<file path="src/rtl/attn_pkg.sv">
// rtl/attn_pkg.sv - shared Q-format constants, saturation helper and FIFO entry type
// Purpose: definitions shared by attn_score_stream and attn_exp_lut.
//   EXP_FRAC / X_W / EXP_W : Q1.6 exponent input and UQ3.6 score formats
//   fifo_entry_t           : one output FIFO entry {score, last, sum}
//   sat_signed()           : clamp a wide signed value into the X_W-bit range
//   credit_w()             : width needed to hold a credit count 0..depth
package attn_pkg;

  localparam int EXP_FRAC  = 6;
  localparam int X_W       = 8;
  localparam int EXP_W     = 9;
  // Widest row sum an entry can carry; the top keeps only SUM_W bits of it.
  localparam int SUM_MAX_W = 16;

  typedef logic signed [X_W-1:0] x_t;

  typedef struct packed {
    logic [EXP_W-1:0]     score;
    logic                 last;
    logic [SUM_MAX_W-1:0] sum;
  } fifo_entry_t;

  function automatic x_t sat_signed(input logic signed [63:0] v);
    logic signed [63:0] hi;
    logic signed [63:0] lo;
    hi = (64'sd1 <<< (X_W - 1)) - 64'sd1;
    lo = -(64'sd1 <<< (X_W - 1));
    if (v > hi) return hi[X_W-1:0];
    if (v < lo) return lo[X_W-1:0];
    return v[X_W-1:0];
  endfunction

  function automatic int credit_w(input int depth);
    return $clog2(depth + 1);
  endfunction

endpackage

</file>
<file path="src/rtl/attn_exp_lut.sv">
// rtl/attn_exp_lut.sv - combinational e^x ROM, Q1.6 signed in, UQ3.6 unsigned out
// Purpose: score_o = round(64 * e^(x_i/64)) for every x_i in [-128,127].
// Ports:
//   x_i     in  X_W    exponent argument, signed Q1.6
//   score_o out EXP_W  exponential, unsigned UQ3.6
module attn_exp_lut
  import attn_pkg::*;
(
  input  x_t               x_i,
  output logic [EXP_W-1:0] score_o
);

  // Table contents are computed at elaboration with a Taylor series in Q60
  // fixed point; 40 terms leave the truncation error far below one LSB.
  function automatic logic [EXP_W-1:0] exp_q6(input int x);
    logic signed [127:0] term;
    logic signed [127:0] sum;
    logic signed [127:0] xs;
    logic signed [127:0] rounded;
    xs   = 128'(x);
    term = 128'sd1 <<< 60;
    sum  = term;
    for (int n = 1; n < 40; n++) begin
      term = (term * xs) / 128'(64 * n);
      sum  = sum + term;
    end
    rounded = (sum <<< EXP_FRAC) + (128'sd1 <<< 59);
    rounded = rounded >>> 60;
    return rounded[EXP_W-1:0];
  endfunction

  logic [EXP_W-1:0] rom [256];

  for (genvar i = 0; i < 256; i++) begin : g_rom
    localparam logic [EXP_W-1:0] ENTRY = exp_q6(i - 128);
    assign rom[i] = ENTRY;
  end

  // Offset-binary index: x = -128 maps to entry 0.
  logic [X_W-1:0] idx;
  assign idx     = {~x_i[X_W-1], x_i[X_W-2:0]};
  assign score_o = rom[idx];

endmodule

</file>
<file path="src/rtl/attn_score_stream.sv">
// rtl/attn_score_stream.sv - streaming Q.K dot product, scale, e^x and row sum with credit flow control
// Purpose: accumulate N_FEAT signed Q/K products, scale and saturate to Q1.6,
//   exponentiate through attn_exp_lut and queue {score, last, running row sum}.
// Ports:
//   clk, rst_n           clock and synchronous active-low reset
//   in_valid/in_ready    Q/K pair handshake; in_ready is registered, credit based
//   in_q, in_k           signed Q0.(DATA_W-1) query/key elements
//   out_valid/out_ready  score handshake from the output FIFO head
//   out_score            e^x, UQ3.6
//   out_last             final score of a row
//   out_sum              running row sum including this score
module attn_score_stream
  import attn_pkg::*;
#(
  parameter int DATA_W      = 8,
  parameter int N_FEAT      = 4,
  parameter int ROW_LEN     = 4,
  parameter int SCALE_SHIFT = 1,
  parameter int FIFO_DEPTH  = 2,
  parameter int SUM_W       = EXP_W + $clog2(ROW_LEN)
) (
  input  logic                     clk,
  input  logic                     rst_n,
  input  logic                     in_valid,
  output logic                     in_ready,
  input  logic signed [DATA_W-1:0] in_q,
  input  logic signed [DATA_W-1:0] in_k,
  output logic                     out_valid,
  input  logic                     out_ready,
  output logic [EXP_W-1:0]         out_score,
  output logic                     out_last,
  output logic [SUM_W-1:0]         out_sum
);

  localparam int PROD_W = 2 * DATA_W;
  localparam int ACC_W  = PROD_W + $clog2(N_FEAT);
  // Scaling shift and Q.(2*(DATA_W-1)) -> Q.6 reduction folded into one floor shift.
  localparam int RED_SH = SCALE_SHIFT + 2 * (DATA_W - 1) - EXP_FRAC;
  localparam int FC_W   = $clog2(N_FEAT);
  localparam int RC_W   = (ROW_LEN > 1) ? $clog2(ROW_LEN) : 1;
  localparam int PTR_W  = (FIFO_DEPTH > 1) ? $clog2(FIFO_DEPTH) : 1;
  localparam int CRED_W = credit_w(FIFO_DEPTH);

  logic [FC_W-1:0]         fcnt_q, fcnt_d;
  logic signed [ACC_W-1:0] acc_q, acc_d;
  logic [CRED_W-1:0]       credit_q, credit_d;
  logic                    in_ready_q;
  logic                    s1_valid_q;
  x_t                      s1_x_q, s1_x_d;
  logic [RC_W-1:0]         rcnt_q, rcnt_d;
  logic [SUM_W-1:0]        rowsum_q, rowsum_d;
  logic [PTR_W-1:0]        wr_ptr_q, wr_ptr_d, rd_ptr_q, rd_ptr_d;
  logic [CRED_W-1:0]       count_q, count_d;
  fifo_entry_t             fifo_mem [FIFO_DEPTH];

  logic signed [PROD_W-1:0] prod;
  logic signed [ACC_W-1:0]  dot;
  logic signed [ACC_W-1:0]  red;
  logic                     beat_fire, final_fire, push, pop;
  logic [EXP_W-1:0]         lut_score;
  logic                     wr_last;
  logic [SUM_W-1:0]         wr_sum;
  fifo_entry_t              wr_entry, head;

  assign prod       = in_q * in_k;
  assign dot        = acc_q + ACC_W'(prod);
  assign red        = dot >>> RED_SH;
  assign beat_fire  = in_valid & in_ready_q;
  assign final_fire = beat_fire & (fcnt_q == FC_W'(N_FEAT - 1));
  assign push       = s1_valid_q;
  assign out_valid  = (count_q != '0);
  assign pop        = out_valid & out_ready;

  attn_exp_lut u_exp (
    .x_i     (s1_x_q),
    .score_o (lut_score)
  );

  assign wr_last        = (rcnt_q == RC_W'(ROW_LEN - 1));
  assign wr_sum         = ((rcnt_q == '0) ? '0 : rowsum_q) + SUM_W'(lut_score);
  assign wr_entry.score = lut_score;
  assign wr_entry.last  = wr_last;
  assign wr_entry.sum   = SUM_MAX_W'(wr_sum);

  assign head      = fifo_mem[rd_ptr_q];
  assign out_score = out_valid ? head.score : '0;
  assign out_last  = out_valid & head.last;
  assign out_sum   = out_valid ? SUM_W'(head.sum) : '0;
  assign in_ready  = in_ready_q;

  always_comb begin
    fcnt_d   = fcnt_q;
    acc_d    = acc_q;
    s1_x_d   = s1_x_q;
    credit_d = credit_q;
    rcnt_d   = rcnt_q;
    rowsum_d = rowsum_q;
    wr_ptr_d = wr_ptr_q;
    rd_ptr_d = rd_ptr_q;
    count_d  = count_q;

    if (beat_fire) begin
      acc_d  = (fcnt_q == '0) ? ACC_W'(prod) : dot;
      fcnt_d = final_fire ? '0 : fcnt_q + FC_W'(1);
    end
    if (final_fire) begin
      s1_x_d = sat_signed(64'(red));
    end

    // A credit is taken when a dot product completes and returned on pop,
    // so completed-but-unpopped results never exceed FIFO_DEPTH.
    if (final_fire && !pop) begin
      credit_d = credit_q - CRED_W'(1);
    end else if (pop && !final_fire) begin
      credit_d = credit_q + CRED_W'(1);
    end

    if (push) begin
      rowsum_d = wr_sum;
      rcnt_d   = wr_last ? '0 : rcnt_q + RC_W'(1);
      wr_ptr_d = (wr_ptr_q == PTR_W'(FIFO_DEPTH - 1)) ? '0 : wr_ptr_q + PTR_W'(1);
    end
    if (pop) begin
      rd_ptr_d = (rd_ptr_q == PTR_W'(FIFO_DEPTH - 1)) ? '0 : rd_ptr_q + PTR_W'(1);
    end
    if (push && !pop) begin
      count_d = count_q + CRED_W'(1);
    end else if (pop && !push) begin
      count_d = count_q - CRED_W'(1);
    end
  end

  always_ff @(posedge clk) begin
    if (!rst_n) begin
      fcnt_q     <= '0;
      acc_q      <= '0;
      credit_q   <= CRED_W'(FIFO_DEPTH);
      in_ready_q <= 1'b1;
      s1_valid_q <= 1'b0;
      s1_x_q     <= '0;
      rcnt_q     <= '0;
      rowsum_q   <= '0;
      wr_ptr_q   <= '0;
      rd_ptr_q   <= '0;
      count_q    <= '0;
    end else begin
      fcnt_q     <= fcnt_d;
      acc_q      <= acc_d;
      credit_q   <= credit_d;
      in_ready_q <= (credit_d != '0);
      s1_valid_q <= final_fire;
      s1_x_q     <= s1_x_d;
      rcnt_q     <= rcnt_d;
      rowsum_q   <= rowsum_d;
      wr_ptr_q   <= wr_ptr_d;
      rd_ptr_q   <= rd_ptr_d;
      count_q    <= count_d;
    end
  end

  // Storage is not reset; the pointers and count decide what is live.
  always_ff @(posedge clk) begin
    if (push) begin
      fifo_mem[wr_ptr_q] <= wr_entry;
    end
  end

endmodule

</file>
<file path="config.mk">
export PLATFORM = sky130hd
export DESIGN_NAME = attn_score_stream
export DESIGN_NICKNAME = d
export VERILOG_FILES = /design/src/rtl/attn_pkg.sv /design/src/rtl/attn_exp_lut.sv /design/src/rtl/attn_score_stream.sv
export SDC_FILE = /design/constraint.sdc
export NUM_CORES = 1
export LEC_CHECK = 0
export ABC_AREA = 1
export CAP_MARGIN = 20
export CORE_MARGIN = 3
export CORE_UTILIZATION = 60
export CTS_CLUSTER_SIZE = 20
export DETAILED_ROUTE_END_ITERATION = 10
export GPL_ROUTABILITY_DRIVEN = 0
export GPL_TIMING_DRIVEN = 0
export PLACE_DENSITY_LB_ADDON = 0.2
export SLEW_MARGIN = 25
export SYNTH_ARGS = -nofsm -noshare
export SYNTH_HDL_FRONTEND = slang
export SYNTH_HIERARCHICAL = 1
export SYNTH_SLANG_ARGS = --single-unit
export TNS_END_PERCENT = 20
</file>
<file path="constraint.sdc">
create_clock -name clk -period 10.5 [get_ports clk]
set_input_delay 2.1 -clock clk [delete_from_list [all_inputs] [get_ports clk]]
set_output_delay 2.1 -clock clk [all_outputs]
set_load 0.05 [all_outputs]
</file>
# After elaboration in Yosys (flattened, before gate mapping)
# Memory sizes are Yosys's and may differ from the RTL's. A register that Yosys moved wholly into a read port is not among the register bits.
# Cells that the tools add are included.
# W data, S select, Z words.
[classes]
n_addsub = 10
multipliers = 1
n_div = 0
n_lt_le_gt_ge = 3
eq_ne = 2
n_shift = 0
n_mux = 27
n_bitwise = 6
reduce_logical = 12
[ops]
columns = ["operator", "count"]
rows = [
  ["$mux W8", 4],
  ["$mux W9", 3],
  ["$mux W11", 2],
  ["$add A18 B16 Y18", 1],
  ["$mux W18", 1],
  ["$mul A8 B8 Y16", 1],
  ["$mux W2", 6],
  ["$add A11 B9 Y11", 1],
  ["$mux W1", 11],
  ["$ge A9 B9 Y1 const B", 1],
  ["$gt A9 B8 Y1 const B", 1],
  ["$lt A9 B8 Y1 const B", 1],
  ["$not A8 Y9", 1],
  ["$add A2 B1 Y2 const B", 4],
  ["$reduce_bool A2 Y1", 3],
  ["$and A1 B1 Y1", 4],
  ["$eq A2 B2 Y1 const B", 2],
  ["$logic_and A1 B1 Y1", 4],
  ["$logic_not A2 Y1", 2],
  ["$sub A2 B1 Y2 const B", 2],
  ["$logic_not A1 Y1", 3],
  ["$add A1 B1 Y1 const B", 2],
  ["$not A1 Y1", 1],
]
[word_totals]
ff_bits = 49
latch_bits = 0
ramBits = 42
mem_bits_ro = 2304
output_inout_bits = 23
n_memories = 2
[mem_list]
columns = ["name", "words", "word_bits", "read_ports", "rd_ports_with_merged_regs", "wr", "line_no", "text"]
rows = [
  ["(no name shown)", 256, 9, 1, 0, 0, "attn_exp_lut.sv:42", "assign score_o = rom[idx];"],
  ["fifo_mem", 2, 21, 1, 1, 1, "attn_score_stream.sv:54", "fifo_entry_t fifo_mem [FIFO_DEPTH];"],
]

# Longest topological paths before layout
[depth]
word_depth = 9
ltp_mapped = 35
mapped_depth_nobuf = 34

# Hierarchy
# The synthesis kept the hierarchy.
[modules_own_cells]
columns = ["module", "n_inst", "cells_each", "area_per_inst_um2", "seq_area_each_um2"]
rows = [
  ["attn_score_stream", 1, 1029, 7877.6, 2262.2],
  ["attn_exp_lut", 1, 353, 1734.2, 0.0],
]

# Least setup slack after synthesis
# OpenSTA, ideal clock, no wires.
[synth_timing]
path_kind = "input to register"
from = "in in_k[2]"
to = "reg s1_x_q[5]"
setup_ps = 68
arrival_time_ps = 7383
path_slack_ps = 3050
cell_stages = 29
cell_sequence = "clkbuf_1 > nand2_1 > inv_1 > fa_1 > inv_1 > fa_1 > inv_1 > fa_1 > inv_1 > fa_1 > inv_1 > ha_1 > a21oi_1 > a21boi_0 > nand2_1 > or2_2 > nand2_1 > inv_1 > ha_1 > a21o_1 > o21bai_1 > a21oi_1 > nand3_2 > nand3b_4 > nand3_2 > nand2_2 > inv_2 > nand2_1 > a21oi_2"
[synth_between]
elab_chain_len = 8
[synth_lines]
columns = ["element", "line_no", "text"]
rows = [
  ["from (decl)", "attn_score_stream.sv:27", "input logic signed [DATA_W-1:0] in_k,"],
  ["$mul A8 B8 Y16 *", "attn_score_stream.sv:65", "assign prod = in_q * in_k;"],
  ["$add A18 B16 Y18 *", "attn_score_stream.sv:66", "assign dot = acc_q + ACC_W'(prod);"],
  ["$lt A9 B8 Y1", "attn_pkg.sv:29", "if (v < lo) return lo[X_W-1:0];"],
  ["$mux W1 (2 in a row)", "attn_pkg.sv:29", ""],
  ["$mux W1", "attn_score_stream.sv:106", "if (final_fire) begin"],
  ["$mux W8", "attn_pkg.sv:30", "return v[X_W-1:0];"],
  ["$mux W8 *", "attn_pkg.sv:29", ""],
  ["to (signal assigned)", "attn_score_stream.sv:140", "s1_x_q <= '0;"],
  ["to (signal assigned)", "attn_score_stream.sv:152", "s1_x_q <= s1_x_d;"],
  ["to (decl)", "attn_score_stream.sv:49", "x_t s1_x_q, s1_x_d;"],
]
# Mark *: on every way between the ends. The rest lies on a longest branch, timed or not. The select of a mux whose other input is x is not followed.
# A chain may end at the register's enable or synchronous reset.

# Worst setup path in the final report
[layout_timing]
from = "in in_k[7]"
to = "reg s1_x_q[6]"
# The elaborated chain is that of the path after synthesis.

==> results.ini <==
[synth]
yosys-top-cells-area = nand2_1 (15%), edfxtp_1 (13%), fa_1 (12%), dfxtp_1 (10%), ha_1 (9.8%)
yosys.area_share.simple = 0.263
syn_nets = 1534
synth-main-ff-cell = dfxtp_1
synth_warnings = 6
synth_top_family_by_area = simple AND/OR/NAND/NOR gates
syn-instance-count = 1382
syn_area_um2 = 9610
synthMuxAreaShare = 0
synth-compound-area-share = 0.133
synth_seq_area_share = 0.235
ys_types = 47
synth_seq_cells = 92
synth_top_area_share = 0.146
avgSynthCellArea_um2 = 6.95
yosys.area.top_type = nand2_1
synth_xor_area_frac = 0.0208
ys_async_sr_fraction = 0
synth-edff-count = 42
synth_fa_ha_area_frac = 0.216

[die]
initial_core_util = 0.623
dieArea_um2 = 17600
rows = 45
die_w_um = 133
die_h_um = 133
num_io_pins = 43
core_area_um2 = 15400

[routing]
vias = 9028
viasPerCell = 5.52
drt_iter0_markers = 1018
drcViolationCount = 0
drt-pass1-iter-count = 7
wl_per_cell_um = 14.4
totalWireLength_mm = 23.6
ant_nets = 0

[cells_and_area]
fin_area_um2 = 10500
mostFrequentLayoutCell = nand2_1
utilization = 0.678
insertedDiodeCount = 0
layout.nets = 1572
final_cell_mix = nand2_1 (373), inv_1 (248), a21oi_1 (109), nand3_1 (92), ha_1 (75)
fill_cells = 1391
area_growth_pct = 8.88
layout-drive-gt1-share = 0.0695

[timing]
finalSetupViolations = 0
finalSetupTns_ns = 0
fmax_mhz = 123
finalHoldViolations = 0
rsz0062_at_grt = false
period_minus_slack_ns = 8.15
setup_ws_ns = 2.35
period_share = 0.776
slew_viol_final = 0
tightest_slew_ns = 0.900
skew_ns = 0.00966
maxSlewHeadroom = 0.399

[worst_setup_path]
path_max_fanout = 8
crit_buf_inv = 8
critPathTopFamily = adder cells
cpPeakStageDelay_ns = 0.56
reg2reg_slack_ns = 6.36
required_ns = 10.72
worstSetupPathType = in -> reg
arrival_ns = 8.36
critPathCaptureType = register
cp-start-kind = input port
crit_slowest_cell = fa_1

[flow_run]
drv_cap = 0

[placed_design]
dpl.hpwl_mm = 18.5
placement.io_buffers = 27
placed_cell_area_um2 = 10200
dp_slack_ns = 2.11

[clock_tree]
hold_buffers = 0
clk_latency_ns = 0.35
clkTransAtPathRegs_ns = 0.07
cts_buffer_depth = 2
cts_setup_buffers = 0
cts_tree = built
cts.sinks = 92
post_cts_resized = 0
cts_made_buffers = 9
h-tree-depth = 3
root_buffer = clkbuf_16

[global_routing]
grt_max_degree = 23
grt_pass1_vias = 8812
antenna_found_initial = 0
grt_pass1_wl_mm = 40.6
grt_overflow = 0
grt_usage = 0.276

[pwr]
leakage_nw = 5.32
p_per_area_nw_per_um2 = 261
peakVddDrop_uv = 318
total_power_mw = 2.74

[min_path]
hp-class = reg -> reg

[run_status]
outcome = finished clean

synthesized netlist by cell type, types with 6 or more instances:
library cell / instances
o21ai_1: 8
inv_2: 12
o211ai_1: 13
a21oi_2: 8
dfxtp_1: 50
nand2_2: 12
nor2_1: 67
xnor2_1: 6
clkbuf_1: 35
nand3_1: 92
nand2_1: 373
o21ai_0: 69
a21oi_1: 109
buf_2: 11
inv_1: 248
xor2_1: 15
nand4_1: 6
fa_1: 57
or2_2: 9
nand3_2: 6
edfxtp_1: 42
ha_1: 75
where the power goes:
| group | internal [mW] | leakage [nW] | switching [mW] | total [mW] |
|---|---|---|---|---|
| sequential | 0.409 | 0.809 | 0.0184 | 0.427 |
| clock | 0.190 | 0.151 | 0.149 | 0.340 |
| combinational | 0.675 | 4.36 | 1.29 | 1.97 |
| total | 1.27 | 5.32 | 1.46 | 2.74 |
stage by stage:
stage          hold slack, ns  std cells
2_1_floorplan           0.435       1382
3_3_place_gp            0.445       1620
3_5_place_dp            0.458       1620
4_1_cts                 0.468       1636
5_1_grt                 0.499       1636
6_report                0.468       1636
worst min-delay path: cells and delay by family (launching register included):
kind,cells,cell delay [ns]
compound gates,1,0.05
buf+inv,1,0.06
flops,1,0.31
metal layers:
layer | wire length, um | vias to the layer above | global-route usage
met1 | 10000 | 4162 | 0.359
met3 | 1550 | 68 | 0.0388
met2 | 11400 | 360 | 0.477
met5 | 0 | - | 0
li1 | - | 4438 | -
met4 | 602 | 0 | 0.0849
logic make-up after synthesis:
kind of cell / Yosys count
fa+ha+maj: 132
flops: 92
simple gates: 586
xor+xnor: 22
buf+inv: 319
compound gates: 231
worst paths after layout:
check,from,cells after the start,end
worst max-delay path,in_k[7],32,s1_x_q[6]
worst min register to register,count_q[1],2,count_q[1]
worst min-delay path,count_q[1],2,count_q[1]
worst max register to register,s1_x_q[1],21,rowsum_q[7]
registers in the layout (all words and copies together), names as in the netlist, named ones only:
signal and cells:
rowsum_q 11, rcnt_q 2, credit_q 2, fcnt_q 2
acc_q 18, count_q 2, s1_x_q 8, push 1
fifo_mem 42, in_ready 1, rd_ptr_q 1, wr_ptr_q 1
layout make-up:
| class | instances | area (um2) | area share |
|---|---|---|---|
| Clock buffer | 9 | 225 | 0.0215 |
| Timing Repair Buffer | 27 | 270 | 0.0258 |
| Sequential cell | 92 | 2260 | 0.216 |
| Multi-Input combinational cell | 971 | 6100 | 0.583 |
| Inverter | 262 | 983 | 0.0940 |
| Clock inverter | 7 | 86.3 | 0.00825 |
| Buffer | 57 | 277 | 0.0264 |
| Tap cell | 211 | 264 | 0.0252 |
Note: power is estimated with default switching activity, not from simulation.
